==> config.mk <==
export PLATFORM = sky130hd
export DESIGN_NAME = alu_writeback
export DESIGN_NICKNAME = d
export VERILOG_FILES = /design/src/rtl/mcpu_pkg.sv /design/src/rtl/alu_status_reg.sv /design/src/rtl/alu_writeback.sv
export SDC_FILE = /design/constraint.sdc
export NUM_CORES = 1
export LEC_CHECK = 0
export CAP_MARGIN = 20
export CORE_MARGIN = 8
export CORE_UTILIZATION = 40
export DETAILED_ROUTE_END_ITERATION = 7
export PLACE_DENSITY = 0.81
export SYNTH_ARGS = -nofsm -noshare
export SYNTH_HDL_FRONTEND = slang
export SYNTH_SLANG_ARGS = --single-unit
==> constraint.sdc <==
create_clock -name clk -period 2.25 [get_ports clk]
set_input_delay 0.45 -clock clk [delete_from_list [all_inputs] [get_ports clk]]
set_output_delay 0.45 -clock clk [all_outputs]
set_load 0.05 [all_outputs]
==> src/rtl/mcpu_pkg.sv <==
// Shared definitions for the ALU writeback slice: FSM states, STATUS bit positions, destination codes.
package mcpu_pkg;

  typedef enum logic {
    IDLE  = 1'b0,
    WRITE = 1'b1
  } wb_state_t;

  localparam int ST_C  = 0;
  localparam int ST_DC = 1;
  localparam int ST_Z  = 2;

  localparam logic DEST_W  = 1'b0;
  localparam logic DEST_RF = 1'b1;

endpackage

==> src/rtl/alu_status_reg.sv <==
// STATUS {Z, DC, C} register with per-bit ALU mask and explicit core write merge.
// Latency 1 cycle; no backpressure (updates whenever upd or st_we is asserted).
module alu_status_reg
  import mcpu_pkg::*;
(
  input  logic       clk,
  input  logic       rst,
  input  logic       upd,
  input  logic [2:0] flags,
  input  logic [2:0] fmask,
  input  logic       st_we,
  input  logic [2:0] st_wdata,
  output logic [2:0] status
);

  logic [2:0] base;
  logic [2:0] nxt;

  // Masked ALU flags win over an explicit write landing in the same cycle.
  always_comb begin
    base = st_we ? st_wdata : status;
    nxt  = upd ? ((fmask & flags) | (~fmask & base)) : base;
  end

  always_ff @(posedge clk) begin
    if (rst) begin
      status <= 3'b000;
    end else begin
      status <= nxt;
    end
  end

endmodule

==> src/rtl/alu_writeback.sv <==
// ALU result writeback to W or register file; optional skip-on-zero under ALU_WB_SKIP_EN.
// Latency 1 cycle to W/STATUS/rf_we; in_ready low while a register-file write waits for rf_ready.
module alu_writeback
  import mcpu_pkg::*;
#(
  parameter int DW = 8,
  parameter int AW = 7
) (
  input  logic          clk,
  input  logic          rst,
  input  logic          in_valid,
  output logic          in_ready,
  input  logic [DW-1:0] in_sum,
  input  logic          in_c,
  input  logic          in_dc,
  input  logic          in_dest,
  input  logic [AW-1:0] in_faddr,
  input  logic [2:0]    in_fmask,
  input  logic          in_skipz,
  input  logic          st_we,
  input  logic [2:0]    st_wdata,
  output logic [DW-1:0] w_out,
  output logic [2:0]    status_out,
  output logic          rf_we,
  output logic [AW-1:0] rf_addr,
  output logic [DW-1:0] rf_wdata,
  input  logic          rf_ready,
  output logic          skip
);

  wb_state_t  state;
  logic       accept;
  logic       zero;
  logic [2:0] flags;

  assign in_ready = (state == IDLE);
  assign accept   = in_valid && in_ready;
  assign zero     = (in_sum == '0);

  always_comb begin
    flags        = 3'b000;
    flags[ST_Z]  = zero;
    flags[ST_DC] = in_dc;
    flags[ST_C]  = in_c;
  end

  alu_status_reg u_status (
    .clk      (clk),
    .rst      (rst),
    .upd      (accept),
    .flags    (flags),
    .fmask    (in_fmask),
    .st_we    (st_we),
    .st_wdata (st_wdata),
    .status   (status_out)
  );

  always_ff @(posedge clk) begin
    if (rst) begin
      state    <= IDLE;
      w_out    <= '0;
      rf_we    <= 1'b0;
      rf_addr  <= '0;
      rf_wdata <= '0;
    end else begin
      case (state)
        IDLE: begin
          if (accept) begin
            if (in_dest == DEST_W) begin
              w_out <= in_sum;
            end else begin
              rf_addr  <= in_faddr;
              rf_wdata <= in_sum;
              rf_we    <= 1'b1;
              state    <= WRITE;
            end
          end
        end
        WRITE: begin
          // Address/data hold until the register file takes the write.
          if (rf_ready) begin
            rf_we <= 1'b0;
            state <= IDLE;
          end
        end
        default: state <= IDLE;
      endcase
    end
  end

`ifdef ALU_WB_SKIP_EN
  always_ff @(posedge clk) begin
    if (rst) begin
      skip <= 1'b0;
    end else begin
      skip <= accept && in_skipz && zero;
    end
  end
`else
  logic unused_skipz;
  assign unused_skipz = in_skipz;
  assign skip = 1'b0;
`endif

endmodule

# After elaboration in Yosys (flattened, before gate mapping)
# Index checks and enable logic that the tools add are counted.
[totals]
reg_bits = 28
out_inout_bits = 29
wordCells = 30
[classes]
n_eq_ne = 3
muxes = 10
n_bitwise = 6
reduce_logical = 5
[ops]
columns = ["op", "count"]
rows = [
  ["3-bit AND reduction", 3],
  ["8-bit zero test", 1],
  ["3-bit AND", 2],
  ["1-bit two-way mux", 6],
  ["3-bit two-way mux", 2],
  ["2-bit by 1-bit inequality test with 1-bit output, second input constant", 2],
  ["1-bit case mux with 2 select lines", 2],
  ["3-bit inverter", 1],
  ["3-bit bitwise OR", 1],
  ["2-bit inequality test, second input constant", 1],
  ["1-bit inverter", 2],
  ["1-bit logical AND", 1],
]

# Depth between registers and ports, before layout
[logic_depth]
depth_word = 4
mapped_depth = 5
mapped_depth_nobuf = 3

# By module
# From an unflattened synthesis, not the netlist that was laid out.
[hier_totals]
cells_unflattened = 122
hier_area_um2 = 1262.5
[modules_own_cells]
columns = ["module", "instances", "cells_each", "area_each_um2", "seq_area_each_um2"]
rows = [
  ["alu_writeback", 1, 107, 1112.3, 500.5],
  ["alu_status_reg", 1, 15, 150.1, 60.1],
]

# Least setup slack after synthesis
# OpenSTA, ideal clock, no wires.
[synth_timing]
path_type = "in2reg"
from = "input port rst"
to = "register rf_we"
arrival_ns = 1.060
t_required_ns = 2.122
setup_slack_ns = 1.063
cell_stages = 3
path_buffers = 2
cell_sequence = "clkbuf_1 > clkbuf_1 > nor2_1"
[synth_lines]
columns = ["element", "line", "rtl"]
rows = [
  ["from (decl)", "alu_writeback.sv:10", "input logic rst,"],
  ["to (signal assigned)", "alu_writeback.sv:62", "rf_we <= 1'b0;"],
  ["to (signal assigned)", "alu_writeback.sv:74", "rf_we <= 1'b1;"],
  ["to (signal assigned)", "alu_writeback.sv:82", "rf_we <= 1'b0;"],
  ["to (decl)", "alu_writeback.sv:24", "output logic rf_we,"],
]
# No word-level cell between the ends.

# Final worst setup path
[layout_timing]
from = "register state"
to = "output port in_ready"
[layout_between]
elab_chain_cells = 1
[layout_rtl]
columns = ["element", "line", "rtl"]
rows = [
  ["from (decl)", "alu_writeback.sv:31", "wb_state_t state;"],
  ["from (signal assigned)", "alu_writeback.sv:60", "state <= IDLE;"],
  ["from (signal assigned)", "alu_writeback.sv:75", "state <= WRITE;"],
  ["from (signal assigned)", "alu_writeback.sv:83", "state <= IDLE;"],
  ["1-bit inverter (no source line)", "--", ""],
  ["to (decl)", "alu_writeback.sv:12", "output logic in_ready,"],
]
# No other way between the ends.

==> metrics.md <==
| Metric | Value |
|---|---|
| Tot GR Track Use | 13.18% |
| Slew HR | 60.99% |
| Wire length on met3 | 265 um |
| Achievable frequency | 491.0 MHz |
| Most common cell in the synthesized netlist | nand2_1 |
| Inserted Diodes | 0 |
| Post-CTS Setup Inserts | 0 |
| Met2 wire length | 1.571 mm |
| Switching share of power | 29.72% |
| Internal power | 0.7346 mW |
| Flop pwr share | 51.2% |
| Crit path largest cell delay | 0.81 ns |
| Area growth, synth to finish | 55.52% |
| Top sig layer | met4 |
| Core box area | 2663 um2 |
| CTS tree | built |
| Row cnt | 19 |
| CP required | 1.80 ns |
| Setup crit start kind | register |
| Clock buffer depth | 2 |
| Global route overflow | 0 |
| Setup TNS | 0 ns |
| Pre-CTS setup slack | 0.3450 ns |
| Nets@finish | 207 |
| Hold_sp | rf_wdata[6] |
| Ports | 59 |
| Switching pwr | 0.3106 mW |
| Drt drc | 0 |
| Synthesis Warnings | 0 |
| Syn avg cell area | 8.830 um2 |
| First-pass GRT wire length | 4.705 mm |
| Design Power | 1.045 mW |
| Drt total wl | 3.096 mm |
| Later-pin clock latency in the skew report | 0.31 ns |
| Number of global-route vias before repair | 992 |
| RD Place Congestion | 0.7162 |
| CP max FO | 7 |
| Synth area leaders | dfxtp_1 52%, nand2_1 11%, mux2i_1 9.3%, a21oi_1 8.4%, nor2_1 3.1% |
| Initial Util | 40.46% |
| DIE WIDTH | 67.90 um |
| Root Buffer | clkbuf_4 |
| Final Hold Fails | 0 |
| Largest vdd supply drop | 0.5442 mV |
| Unique masters post-synth | 23 |
| Final Critical Period | 2.037 ns |
| Tcrit/Tclk final | 90.52% |
| Reg2reg setup slack | 0.89 ns |
| CP Class | reg -> out |
| M1 WL | 1.204 mm |
| H-tree Lvls | 1 |
| Setup WS post-layout | 0.2133 ns |
| Post-synth EDFFs | 0 |
| P per Cell Area | 623.9 nW/um2 |
| Post-synth top cells | 32 x nand2_1, 28 x dfxtp_1, 18 x a21oi_1, 10 x mux2i_1, 9 x nor2_1 |
| Number of routed nets with antenna violations | 0 |
| Pre-antenna DRT Iters | 4 |
| Synth area leader | dfxtp_1 |
| Worst slew pin tran | 0.5851 ns |
| Sequential cell area fraction in the yosys report | 52.03% |
| Synthesis-stage register bit count | 28 |
| Vias per cell | 4.928 |
| Synthesized net count | 152 |
| Synthesized cell area | 1077 um2 |
| # hold bufs at CTS | 0 |
| Combinational group share of total power | 26.4% |
| Estimated wirelength of the detail-placed design | 2.441 mm |
| # fillers | 238 |
| Max-Cap Viols | 0 |
| Share of synthesized flip-flops with an asynchronous set or reset | 0% |
| Post-synth top flop | dfxtp_1 |
| Initial antenna violation count | 0 |
| Fin. max-slew vios | 0 |
| CP Data Arrival Time | 1.59 ns |
| Largest net degree at the start of global routing | 18 |
| Post-cts gate resize count | 0 |
| Lkg Pwr | 0.6180 nW |
| Clock skew | 0.001573 ns |
| RSZ-0062 raised after global routing | no |
| Post-synth top area share | 52.03% |
| DRT iter0 DRCs | 43 |
| Vias | 1,020 |
| Crit-path cells | inv_1 > clkdlybuf4s50_1 |
| Setup crit end kind | output pin |
| Reg-to-Reg Start | state |
| Status | complete, no violations |
| Setup violations, final | 0 |
| Clock Power Share | 22.4% |
| HP Class | reg -> reg |
| Input/output buffers | 56 |
| Die height | 67.90 um |
| DR WL/cell | 14.96 um |
| Layout cell share with drive strength beyond 1 | 5.114% |
| Clk sink count | 28 |
| CP max stage cell | clkdlybuf4s50_1 |
| Die area | 4610 um2 |
| CTS Buf Count | 3 |
| Critical Path Source | state |
| Clock slew at reported path FFs | 0.14 ns |
| Syn Inst Count | 122 |
==> stage by stage <==
stage	util (%)	cells	hold WS (ns)	instance area, um2
after global placement	61.56	203	0.4428	1639
final	62.92	207	0.4633	1675
after detailed placement	61.56	203	0.4478	1639
after CTS	62.92	207	0.4666	1675
after floorplan	-	122	0.5135	1077
after global routing	62.92	207	0.4842	1675
==> layout make-up <==
class / instances / area, um2 / share of cell area, %
repair buffers: 58 / 575.6 / 34.35
inverters: 1 / 3.754 / 0.2240
well taps: 31 / 38.79 / 2.315
flip-flops and latches: 28 / 560.5 / 33.46
multi-input cells: 85 / 460.4 / 27.48
clock buffers: 4 / 36.28 / 2.166
==> per-layer routing <==
layer	GRT usage [%]	up-vias
met4	5.882	0
met1	14.83	478
met2	21.89	26
li1	-	512
met3	4.910	4
met5	0	-
==> cells in the final DEF (no fill, tap or decap) <==
cell type | Yosys | final
and3b_1 | 1 | 1
clkdlybuf4s50_1 | 0 | 56
nor2b_1 | 1 | 1
nand2b_1 | 1 | 1
conb_1 | 1 | 1
nand3b_2 | 1 | 1
inv_1 | 1 | 1
nand3_1 | 2 | 2
clkbuf_8 | 0 | 1
a311oi_1 | 1 | 1
a21o_1 | 2 | 2
clkbuf_4 | 0 | 3
nor3b_1 | 1 | 1
a21oi_2 | 1 | 1
a21oi_1 | 18 | 18
nand2_1 | 32 | 32
dfxtp_1 | 28 | 28
nor2_1 | 9 | 9
buf_4 | 4 | 2
nor4_1 | 2 | 2
mux2i_1 | 10 | 10
a221oi_1 | 1 | 1
nor2b_2 | 1 | 1
==> logic make-up (layout without fill, tap and decap cells) <==
| kind of cell | count (synthesis) | after routing | share of synthesized area, % |
|---|---|---|---|
| DFF | 28 | 28 | 52.03 |
| AOI/OAI and AO/OA | 23 | 23 | 12.20 |
| other | 1 | 1 | 0.3481 |
| buffers and inverters | 9 | 63 | 5.226 |
| muxes | 10 | 10 | 9.292 |
| and+or+nand+nor | 51 | 51 | 20.91 |
==> path summary, 6_finish.rpt <==
| kind | cells past startpoint | endpoint |
|---|---|---|
| hold / removal | 2 | rf_wdata[6] |
| setup / recovery | 2 | in_ready |
| hold reg to reg | 2 | rf_wdata[6] |
| setup reg to reg | 3 | rf_addr[2] |
==> critical path: cells and delay by family (launching register included) <==
kind / cells / cell delay, ns
buffers and inverters: 2 / 0.88
flip-flops: 1 / 0.39
==> sequential cells by signal (all words and copies together), names as in the netlist <==
register	flops
u_status.status	3
w_out	8
rf_we	1
state	1
rf_wdata	8
rf_addr	7
==> power groups by stage <==
stage                     combinational [mW]  clock, mW  sequential [mW]
after floorplan                       0.0743          0            0.632
after global placement                 0.271          0            0.545
after detailed placement               0.277          0            0.547
after CTS                              0.278      0.241            0.536
final                                  0.276      0.234            0.536
after global routing                   0.291      0.264            0.539
Note: power is estimated with default switching activity, not from simulation.
